[src/rtl/fetch_ctrl.sv]
// Purpose : dual-issue fetch PC sequencer; walks the instruction ROM two
//           instructions (8 bytes) per cycle, honours stall and redirect.
// Latency : every output is registered; an input seen at a clock edge is
//           reflected on the outputs straight after that edge.
// Backpressure: stall=1 freezes pc and bundle_valid (the same pair is
//           re-fetched); a redirect overrides stall in that same cycle.
//
// Ports:
//   clk            sole clock, rising edge
//   reset          asynchronous, active-low
//   stall          downstream cannot take a new fetch pair this cycle
//   redirect_valid / redirect_pc   branch/exception redirect (bits [1:0] ignored)
//   pc             byte address of slot A (slot B is pc+4)
//   bundle_valid   fetch register holds a live instruction pair
//   flush          one-cycle pulse per accepted redirect
//   done           sequential fetch ran off the end of the ROM
//   state          FSM encoding: IDLE=0, RUN=1, STALL=2, DONE=3
//
// Build option: define FETCH_CTRL_PERF_EN to add the saturating 32-bit
// counters stall_cycles and redirect_cnt as extra outputs.
module fetch_ctrl #(
  parameter int          IROM_BYTES = 128,
  parameter logic [31:0] RESET_PC   = 32'd0
) (
  input  logic        clk,
  input  logic        reset,
  input  logic        stall,
  input  logic        redirect_valid,
  input  logic [31:0] redirect_pc,
  output logic [31:0] pc,
  output logic        bundle_valid,
  output logic        flush,
  output logic        done,
  output logic [1:0]  state
`ifdef FETCH_CTRL_PERF_EN
  ,
  output logic [31:0] stall_cycles,
  output logic [31:0] redirect_cnt
`endif
);

  typedef enum logic [1:0] {
    S_IDLE  = 2'd0,
    S_RUN   = 2'd1,
    S_STALL = 2'd2,
    S_DONE  = 2'd3
  } state_e;

  localparam logic [31:0] IROM_LIMIT = 32'(IROM_BYTES);
  localparam logic [31:0] PC_INIT    = RESET_PC & 32'hFFFF_FFFC;

  state_e      state_q, state_d;
  logic [31:0] pc_q, pc_d;
  logic        bv_q, bv_d;
  logic        flush_q, flush_d;
  logic        done_q, done_d;
  logic        redir_take;
  logic [31:0] redir_target;

  // A pair at address a is fetchable when its second slot (a+4) is inside
  // the ROM. Arithmetic is plain 32-bit; addresses never approach wrap.
  function automatic logic in_range(input logic [31:0] a);
    return (a + 32'd4) < IROM_LIMIT;
  endfunction

  // Redirects are meaningless before the first fetch, so IDLE ignores them.
  assign redir_take   = redirect_valid && (state_q != S_IDLE);
  assign redir_target = redirect_pc & 32'hFFFF_FFFC;

  always_comb begin
    state_d = state_q;
    pc_d    = pc_q;
    bv_d    = bv_q;
    flush_d = 1'b0;

    if (redir_take) begin
      // Redirect beats stall; the stall takes effect from the next cycle.
      state_d = S_RUN;
      pc_d    = redir_target;
      bv_d    = 1'b0;
      flush_d = 1'b1;
    end else begin
      case (state_q)
        S_IDLE: begin
          state_d = S_RUN;
          bv_d    = 1'b0;
        end
        S_RUN, S_STALL: begin
          if (stall) begin
            // Hold the pair; bundle_valid keeps whatever it already had.
            state_d = S_STALL;
          end else begin
            bv_d = in_range(pc_q);
            if (in_range(pc_q + 32'd8)) begin
              pc_d    = pc_q + 32'd8;
              state_d = S_RUN;
            end else begin
              // Next pair would fall off the ROM: park on the last pc.
              state_d = S_DONE;
            end
          end
        end
        default: begin
          bv_d = 1'b0;
        end
      endcase
    end

    // done tracks the state register exactly, so it can never coincide
    // with flush (a redirect always lands in RUN).
    done_d = (state_d == S_DONE);
  end

  always_ff @(posedge clk or negedge reset) begin
    if (!reset) begin
      state_q <= S_IDLE;
      pc_q    <= PC_INIT;
      bv_q    <= 1'b0;
      flush_q <= 1'b0;
      done_q  <= 1'b0;
    end else begin
      state_q <= state_d;
      pc_q    <= pc_d;
      bv_q    <= bv_d;
      flush_q <= flush_d;
      done_q  <= done_d;
    end
  end

  assign pc           = pc_q;
  assign bundle_valid = bv_q;
  assign flush        = flush_q;
  assign done         = done_q;
  assign state        = state_q;

`ifdef FETCH_CTRL_PERF_EN
  logic [31:0] stall_cycles_q;
  logic [31:0] redirect_cnt_q;

  // Both counters stick at all-ones rather than wrapping.
  always_ff @(posedge clk or negedge reset) begin
    if (!reset) begin
      stall_cycles_q <= 32'd0;
      redirect_cnt_q <= 32'd0;
    end else begin
      if ((state_q == S_STALL) && (stall_cycles_q != 32'hFFFF_FFFF)) begin
        stall_cycles_q <= stall_cycles_q + 32'd1;
      end
      if (redir_take && (redirect_cnt_q != 32'hFFFF_FFFF)) begin
        redirect_cnt_q <= redirect_cnt_q + 32'd1;
      end
    end
  end

  assign stall_cycles = stall_cycles_q;
  assign redirect_cnt = redirect_cnt_q;
`else
  // Counters are not built in this configuration.
`endif

endmodule

[config.mk]
export PLATFORM = sky130hd
export DESIGN_NAME = fetch_ctrl
export DESIGN_NICKNAME = d
export VERILOG_FILES = /design/src/rtl/fetch_ctrl.sv
export SDC_FILE = /design/constraint.sdc
export NUM_CORES = 1
export LEC_CHECK = 0
export CORE_MARGIN = 3
export CORE_UTILIZATION = 35
export CTS_BUF_LIST = sky130_fd_sc_hd__clkbuf_8
export DETAILED_ROUTE_END_ITERATION = 10
export SLEW_MARGIN = 25
export SYNTH_ARGS = -nofsm -noshare
export SYNTH_HDL_FRONTEND = slang
export SYNTH_SLANG_ARGS = --single-unit
[constraint.sdc]
create_clock -name clk -period 4.5 [get_ports clk]
set_input_delay 1.35 -clock clk [delete_from_list [all_inputs] [get_ports clk]]
set_output_delay 1.35 -clock clk [all_outputs]
set_load 0.02 [all_outputs]
==> flow_summary_export.csv, run 1 <==
group,metric,value,unit
final_layout,synthToLayoutAreaGrowth,29.6,%
final_layout,drive_gt1_share,13.8,%
timing,min_period_over_period,96.9,%
synthesis,yosys_most_used_dff,"dfrtp_1",
grt,antenna_found_initial,0,
cts,cts_max_level,2,
timing,slew_headroom,52.0,%
cts,numCtsBuffers,5,
timing,worstMarginPinSlew,0.714,ns
critical_path,crit_chain,"and3_1 -> nand4_1 -> xor2_1 -> or4_1 -> or4b_4 -> a31oi_1 -> or4b_1 -> a211o_1 -> buf_4 -> o41ai_1 -> o21ai_0",
pwr,power_density,532,nW/µm²
cts,hold_buffers,0,
timing,hold_viol_final,0,
final_layout,final_nets,599,
grt,grt.overflow.total,0,
die,initial_core_util,36.5,%
synthesis,ys_warn_count,0,
synthesis,avgSynthCellArea,7.49,µm²
final_layout,final_cell_mix,"nand2_1 (84), clkdlybuf4s50_1 (68), buf_4 (44)",
detailed_routing,post_drt_wl_per_cell,18.1,µm
cts,clock_path_buffers,2,
grt,grt_max_degree,36,
cts,postCtsSetupBuffers,0,
detailed_routing,drtIter0Drc,338,
timing,clock_skew,0.00530,ns
grt,grt_pass1_vias,3846,
synthesis,ys_types,69,
critical_path,path_max_fanout,7,
cts,cts_num_sinks,35,
grt,grt_pass1_wl,20.5,mm
die,chipWidth,108,µm
status,outcome,"finished, final reports clean",
detailed_routing,routed_wl,12.6,mm
timing,drv_slew,0,
place,gp_congestion,0.949,
place,placement.io_buffers,68,
hold_path,hold_end,"bundle_valid",
timing,rsz0062_at_grt,"no",
timing,min_period,4.36,ns
critical_path,critPathMaxStageDelay,0.58,ns
critical_path,cp_data_arrival_time,4.52,ns
critical_path,r2r_end,"pc[8]",
pwr,p_leak,1.68,nW
die,die_h,108,µm
synthesis,synth_edf_count,0,
cts,cts.repair.resized,0,
critical_path,crit_required,4.66,ns
final_layout,antenna_cells,0,
synthesis,syn_inst,482,
timing,fmax,0.229,GHz
die,rows,36,
cts,cts-root-buf,"clkbuf_8",
critical_path,critPathLaunchType,"flop",
critical_path,reg2reg_depth,11,
synthesis,syn_area,3610,µm²
cts,cts_tree,"built",
critical_path,rr_startpoint,"pc[6]",
synthesis,async_flop_share,100,%
pwr,total_power,2.49,mW
grt,grt.total_usage,22.0,%
synthesis,synth_seq_cells,35,
critical_path,critical_path.slowest_cell,"dfrtp_1",
cts,clk_pin_slew,0.08,ns
timing,fin_setup_tns,0,ns
die,die_area,11600,µm²
pwr,irDropWorstVdd,0.000270,V
hold_path,hold_path_class,"flop to flop",
synthesis,ys_seq_area_share,24.2,%
die,core_area,9910,µm²
detailed_routing,ant_nets,0,
timing,setup_violations,0,
hold_path,hold_path_depth,2,
cts,insertion_delay,0.29,ns
detailed_routing,drc_errors,0,
critical_path,worst-r2r-setup-slack,0.14,ns
place,hpwl,9.88,mm
detailed_routing,firstDrtPassIters,4,
critical_path,critical_path_class,"flop to flop",
final_layout,final_common_cell,"nand2_1",
critical_path,crit_path_end_kind,"flop",
die,ios,73,
flow_run,maxCapViolCount,0,
detailed_routing,via_count,4070,
detailed_routing,avgViaCountPerCell,5.87,
hold_path,hp-start,"bundle_valid",
final_layout,final_util,47.2,%
## flip-flops by register name (all words and copies together), names as in the netlist
signal,count
flush,1
pc,30
bundle_valid,1
state,2
done,1
## critical path, delay by kind of cell (launching register included)
family	cells	cell delay (ns)
flops	1	0.58
buf+inv	1	0.20
simple gates	5	2.18
xor+xnor	1	0.28
compound gates	4	0.99
## layer usage
| layer | part of all wire [%] | track usage (%) |
|---|---|---|
| met2 | 46 | 34.5 |
| met1 | 47 | 31.9 |
| met4 | 1.5 | 5.23 |
| met5 | 0 | 0 |
| met3 | 5.7 | 3.00 |
## synthesized netlist by cell type (4+ instances only)
library cell | instances | share of area [%]
and2_1 | 7 | 1.2
o21ai_0 | 22 | 3.0
o311ai_0 | 7 | 1.7
buf_2 | 11 | 1.5
o211ai_1 | 22 | 4.6
nor4_1 | 17 | 2.9
clkbuf_1 | 24 | 2.5
buf_4 | 7 | 1.5
a31oi_1 | 7 | 1.2
or2_2 | 7 | 1.2
xor2_1 | 6 | 1.5
nand2_1 | 84 | 8.7
nand4_1 | 19 | 3.3
a21oi_1 | 12 | 1.7
ha_1 | 4 | 1.4
dfrtp_1 | 35 | 24
nor3_1 | 11 | 1.5
o31ai_1 | 9 | 1.9
nor2_1 | 22 | 2.3
nand2b_1 | 4 | 0.69
inv_1 | 10 | 1.0
xnor2_1 | 19 | 4.6
or3_1 | 10 | 1.7
and4_1 | 4 | 0.97
and3_1 | 7 | 1.2
or4_1 | 4 | 0.83
nand3_1 | 19 | 2.6
nor2b_1 | 7 | 1.2
## logic make-up after synthesis
group,count (synthesis),synth area share (%)
AOI/OAI and AO/OA,113,22.1
other,1,0.104
DFF,35,24.2
xor gates and xnor gates,25,6.06
adders and majority gates,4,1.39
and+or+nand+nor,244,37.4
buffers and inverters,55,7.24
muxes,5,1.45
## how the worst max path moves through the flow
stage	start	to	slack, ns	cells after the start
after floorplan	pc[4]	pc[5]	0.19	13
after global placement	pc[3]	done	0.09	11
after detailed placement	pc[3]	done	0.1	11
after CTS	pc[3]	done	0.06	11
after global routing	pc[3]	pc[5]	0.01	11
final	pc[6]	pc[8]	0.14	11
## layout make-up
type                       instances  area (µm²)
clock buffer                       5        68.8
clock inverter                     3        16.3
fill                            1038        5230
inverter                          11        41.3
multi-input combinational        393        2480
sequential                        35         877
tap                              133         166
timing repair buffer             113        1030
## power by group
part | leakage, nW | internal, mW | switching [mW]
Clock | 0.0453 | 0.106 | 0.124
Sequential | 0.425 | 0.424 | 0.187
Combinational | 1.21 | 0.712 | 0.939
Total | 1.68 | 1.24 | 1.25
## stage by stage
| stage | hold slack, ns | cell area, µm² | worst slack [ns] | cells |
|---|---|---|---|---|
| after detailed placement | 0.560 | 4590 | 0.0968 | 685 |
| after CTS | 0.583 | 4680 | 0.0578 | 693 |
| after floorplan | 0.640 | 3620 | 0.190 | 483 |
| final | 0.578 | 4680 | 0.140 | 693 |
| after global placement | 0.557 | 4590 | 0.0930 | 685 |
| after global routing | 0.611 | 4680 | 0.0114 | 693 |
(Power assumes the default switching activity.)
==> inputs of run 2 (changes only) <==
REMOVE_ABC_BUFFERS = 1   (was unset)
clock period = 4.3 ns   (was 4.5 ns; I/O delays follow)
==> run 2 against run 1 <==
  * Die area stayed put
  * Via count is 1.2% higher
  * Core utilization rose by 1.3 points
  * Final area increased by 2.6%
  * Count of clock-buffer cells in the layout did not move
  * Final cell count up 0.87%
  * Wire length shrank 2.1%
  * Maximum frequency grew 4.8%
  * Global-route usage shrank 0.71 points
  * Sequential share of layout area down 0.48 points
  * Highest routed layer unchanged
  * Worst setup slack hardly changed
  * Total power rose by 8.6%
==> flow_summary_export.csv, run 2 (synthesis gave the netlist of run 1 again) <==
group,metric,value,unit
cts,cts_tree,"built",
pwr,p_leak,1.74,nW
critical_path,crit_path_end_kind,"flop",
pwr,irDropWorstVdd,0.000243,V
grt,antenna_found_initial,0,
place,dp_worst_setup_slack,0.00309,ns
cts,cts_num_sinks,35,
critical_path,rr_startpoint,"pc[4]",
timing,worstMarginPinSlew,0.680,ns
final_layout,antenna_cells,0,
critical_path,crit_required,4.52,ns
final_layout,drive_gt1_share,15.4,%
die,die_h,108,µm
die,chipWidth,108,µm
critical_path,r2r_end,"pc[5]",
detailed_routing,avgViaCountPerCell,5.89,
status,outcome,"finished, final reports clean",
die,rows,36,
cts,clk_pin_slew,0.08,ns
die,ios,73,
critical_path,worst-r2r-setup-slack,0.14,ns
cts,insertion_delay,0.29,ns
final_layout,final_common_cell,"nand2_1",
die,die_area,11600,µm²
cts,cts_max_level,2,
timing,hold_viol_final,0,
timing,rsz0062_at_grt,"no",
hold_path,hp-start,"bundle_valid",
hold_path,hold_path_class,"flop to flop",
place,hpwl,9.64,mm
grt,grt_pass1_wl,20.0,mm
final_layout,largest_reg_flops,30,
flow_run,maxCapViolCount,0,
detailed_routing,drc_errors,0,
timing,setup_violations,0,
critical_path,critical_path.slowest_cell,"or4_4",
grt,grt.overflow.total,0,
grt,grt_pass1_vias,3983,
timing,fmax,0.240,GHz
timing,min_period,4.16,ns
die,core_area,9910,µm²
timing,worst_slack,0.141,ns
place,post-place-cells,690,
hold_path,hold_path_depth,2,
critical_path,critical_path_class,"flop to flop",
pwr,power_density,563,nW/µm²
critical_path,reg2reg_depth,11,
timing,min_period_over_period,96.7,%
final_layout,final_cell_mix,"nand2_1 (84), clkdlybuf4s50_1 (68), buf_4 (48)",
final_layout,synthToLayoutAreaGrowth,33.0,%
critical_path,crit_chain,"ha_4 -> nand4_4 -> or3_1 -> or4_4 -> a22o_1 -> or4b_4 -> a31oi_1 -> or4b_1 -> a211o_4 -> or4_1 -> a31oi_1",
detailed_routing,routed_wl,12.3,mm
place,placement.io_buffers,68,
hold_path,hold_end,"bundle_valid",
detailed_routing,post_drt_wl_per_cell,17.6,µm
cts,hold_buffers,0,
timing,fin_setup_tns,0,ns
place,gp_congestion,0.971,
final_layout,instances_no_fill,699,
cts,numCtsBuffers,5,
timing,slew_headroom,54.1,%
detailed_routing,firstDrtPassIters,5,
timing,clock_skew,0.00971,ns
cts,cts-root-buf,"clkbuf_8",
critical_path,cp_data_arrival_time,4.38,ns
critical_path,critPathMaxStageDelay,0.54,ns
critical_path,path_max_fanout,7,
detailed_routing,via_count,4118,
die,initial_core_util,36.5,%
grt,grt_max_degree,36,
grt,grt.total_usage,21.3,%
timing,drv_slew,0,
cts,clock_path_buffers,2,
final_layout,final_nets,605,
critical_path,cp_common_cell,"a31oi_1",
detailed_routing,drtIter0Drc,288,
detailed_routing,ant_nets,0,
critical_path,critPathLaunchType,"flop",
[run 2: changes by cell type in the layout (fill, tap and decap cells not counted), sizes merged]
cell	previous run	this run
bufinv	0	1
buf	45	51
clkinv	1	2
clkinvlp	1	0
inv	12	11
[run 2: cell type report]
cell class                      count  area [µm²]
Clock inverter                      3        43.8
Multi-Input combinational cell    393        2520
Clock buffer                        5        68.8
Tap cell                          133         166
Inverter                           11        41.3
Sequential cell                    35         877
Fill cell                         994        5100
Timing Repair Buffer              119        1090
[run 2: routing by layer]
metal | track usage [%] | vias up | routed length [µm]
met5 | 0 | - | 0
met4 | 5.50 | 0 | 203
met3 | 2.52 | 18 | 601
met2 | 35.0 | 150 | 5880
met1 | 29.5 | 2000 | 5630
li1 | - | 1950 | -
[run 2: power by group]
group | leakage, nW | switching (mW) | internal (mW) | total (mW)
logic | 1.26 | 0.976 | 0.775 | 1.75
registers | 0.425 | 0.205 | 0.444 | 0.649
clock network | 0.0581 | 0.133 | 0.173 | 0.306
total | 1.74 | 1.31 | 1.39 | 2.71
[run 2: per-stage QoR]
stage / total power [mW] / hold slack [ns] / area (µm²) / util (%)
after global placement: 2.32 / 0.571 / 4630 / 46.7
after detailed placement: 2.35 / 0.585 / 4630 / 46.7
after floorplan: 1.58 / 0.640 / 3400 / -
after CTS: 2.67 / 0.599 / 4750 / 47.9
after global routing: 2.90 / 0.626 / 4810 / 48.5
final: 2.71 / 0.593 / 4810 / 48.5
[run 2: worst max-delay path by stage]
| stage | from | to | slack (ns) | depth (start not counted) |
|---|---|---|---|---|
| global placement | pc[3] | pc[27] | 0.02 | 12 |
| CTS | pc[3] | pc[27] | 0.08 | 12 |
| detailed placement | pc[3] | pc[29] | 0.003 | 12 |
| global route | pc[3] | pc[5] | 0.03 | 13 |
| floorplan | pc[3] | pc[19] | -0.55 | 11 |
| finish | pc[4] | pc[5] | 0.14 | 11 |
[run 2: timing repair]
item                                    in CTS  in global routing
pin swaps                                    0                  2
resized for setup                            1                  7
buffers inserted                             0                  1
cloned                                       0                  0
hold endpoints to repair                     0                  0
endpoints found under the setup margin       3                 27
[run 2: critical path: cells and delay by family, from the launching register on]
family	cells	cell delay, ns
AOI/OAI and AO/OA	4	0.91
DFF	1	0.40
adders and majority gates	1	0.22
and+or+nand+nor	6	2.56
==> inputs of run 3 (changes only) <==
==> constraint.sdc (replaced) <==
create_clock -name clk -period 4.3 [get_ports clk]
set_input_delay 0.86 -clock clk [delete_from_list [all_inputs] [get_ports clk]]
set_output_delay 0.86 -clock clk [all_outputs]
set_load 0.02 [all_outputs]
==> run 3 against run 2 <==
  * Die area did not move
  * Maximum frequency fell by 0.79%
  * Critical endpoint unchanged
  * Total power grew 0.89%
  * Sequential cell count is the same
  * Critical path depth unchanged
  * Core utilization up 0.45 points
  * Via count shrank 0.80%
  * Worst hold slack got worse by 0.0094 ns
  * Combinational power is essentially flat
  * Worst setup slack got worse by 0.033 ns
==> flow_summary_export.csv, run 3 (synthesis gave the netlist of run 1 again) <==
group,metric,value,unit
status,outcome,"finished, final reports clean",
critical_path,path_buf_inv,0,
cts,clock_path_buffers,2,
final_layout,final_nets,608,
die,core_area,9910,µm²
timing,min_period,4.19,ns
detailed_routing,drtIter0Drc,397,
grt,antenna_found_initial,0,
critical_path,crit_required,4.52,ns
timing,drv_slew,0,
timing,slew_headroom,59.4,%
die,initial_core_util,36.5,%
detailed_routing,ant_nets,0,
pwr,pwr-share-seq,23.7,%
critical_path,critPathMaxStageDelay,0.52,ns
final_layout,synthToLayoutAreaGrowth,34.3,%
pwr,power.switching,1.33,mW
grt,grt_max_degree,36,
critical_path,crit_chain,"ha_4 -> nand4_4 -> or3_4 -> or4_4 -> a22o_1 -> or4b_4 -> a31oi_4 -> or4b_4 -> a211o_4 -> or4_4 -> a31oi_1",
final_layout,final_common_cell,"nand2_1",
timing,clock_skew,0.00611,ns
critical_path,crit_start,"pc[4]",
critical_path,cp_data_arrival_time,4.42,ns
timing,rsz0062_at_grt,"yes",
timing,min_period_over_period,97.5,%
detailed_routing,firstDrtPassIters,5,
hold_path,hold_path_class,"flop to flop",
pwr,switching_share,48.7,%
cts,cts_num_sinks,35,
place,gp_congestion,0.951,
die,die_h,108,µm
timing,hold_viol_final,0,
critical_path,crit_family,"simple AND/OR/NAND/NOR gates",
flow_run,maxCapViolCount,0,
pwr,p_comb_share,64.6,%
grt,grt.overflow.total,0,
critical_path,worst-r2r-setup-slack,0.11,ns
die,die_area,11600,µm²
critical_path,path_max_fanout,7,
critical_path,critical_path.slowest_cell,"or4_4",
detailed_routing,post_drt_wl_per_cell,17.7,µm
cts,numCtsBuffers,5,
die,rows,36,
detailed_routing,routed_wl,12.4,mm
place,post-place-cells,690,
timing,worstMarginPinSlew,0.601,ns
cts,cts_tree,"built",
critical_path,critical_path_class,"flop to flop",
pwr,power_frac_clock,11.6,%
pwr,p_int,1.40,mW
die,ios,73,
final_layout,drive_gt1_share,16.9,%
grt,grt.total_usage,21.8,%
grt,grt_pass1_vias,3906,
place,dp_worst_setup_slack,-0.0556,ns
final_layout,final_cell_mix,"nand2_1 (83), clkdlybuf4s50_1 (68), buf_4 (52)",
timing,fin_setup_tns,0,ns
final_layout,instances_no_fill,702,
cts,cts-root-buf,"clkbuf_8",
timing,hold_ws,0.583,ns
critical_path,critPathLaunchType,"flop",
detailed_routing,drc_errors,0,
cts,cts_max_level,2,
die,chipWidth,108,µm
place,placement.io_buffers,68,
pwr,total_power,2.73,mW
cts,clk_pin_slew,0.09,ns
pwr,power_density,563,nW/µm²
cts,insertion_delay,0.30,ns
final_layout,antenna_cells,0,
final_layout,fillers,1002,
detailed_routing,avgViaCountPerCell,5.82,
critical_path,rr_startpoint,"pc[4]",
place,hpwl,9.56,mm
critical_path,crit_path_end_kind,"flop",
timing,worst_slack,0.108,ns
timing,fmax,0.239,GHz
grt,grt_pass1_wl,20.5,mm
pwr,irDropWorstVdd,0.000256,V
detailed_routing,via_count,4085,
final_layout,largest_reg_flops,30,
pwr,p_leak,1.76,nW
timing,setup_violations,0,
hold_path,hp-start,"bundle_valid",
==> run 3: repair_timing <==
action,4_1_cts,5_1_grt
setup buffers,0,4
hold buffers,0,0
hold endpoints to repair,0,0
setup endpoints to repair,25,27
pin swaps,0,1
resized for setup,1,14
==> run 3: layout make-up <==
type	count	area [µm²]	share of cell area, %
multi-input combinational	393	2550	52.6
clock inverter	3	43.8	0.903
inverter	11	41.3	0.851
timing repair buffer	122	1100	22.7
clock buffer	5	68.8	1.42
sequential	35	877	18.1
tap	133	166	3.43
==> run 3: path summary, 6_finish.rpt <==
path,to,cells after the start
max,pc[5],11
min,bundle_valid,2
max reg2reg,pc[5],11
min reg2reg,bundle_valid,2
max in group asynchronous,pc[5],2
min in group asynchronous,pc[4],2
==> run 3: per-stage QoR <==
stage	util, %	instance area [µm²]
global placement	46.7	4630
floorplan	-	3400
global route	49.0	4850
finish	49.0	4850
detailed placement	46.7	4630
CTS	47.9	4750
==> run 3: metal layers <==
metal	track usage (%)	wire (µm)
met2	35.1	6020
met4	5.23	153
met5	0	0
met3	1.86	659
met1	31.5	5570
==> run 3: worst reg2reg max path: stages, from the launching register on <==
cell,delay (ns)
dfrtp_1,0.40
ha_4,0.23
nand4_4,0.13
or3_4,0.42
or4_4,0.53
a22o_1,0.25
or4b_4,0.51
a31oi_4,0.18
or4b_4,0.47
a211o_4,0.32
or4_4,0.51
a31oi_1,0.16
==> run 3: power groups by stage <==
stage                     clock network [mW]  registers (mW)  logic [mW]
after global placement                     0           0.641        1.67
after global routing                   0.331           0.675        1.92
after detailed placement                   0           0.643        1.70
after CTS                              0.319           0.640        1.71
final                                  0.318           0.648        1.77
after floorplan                            0           0.820       0.761
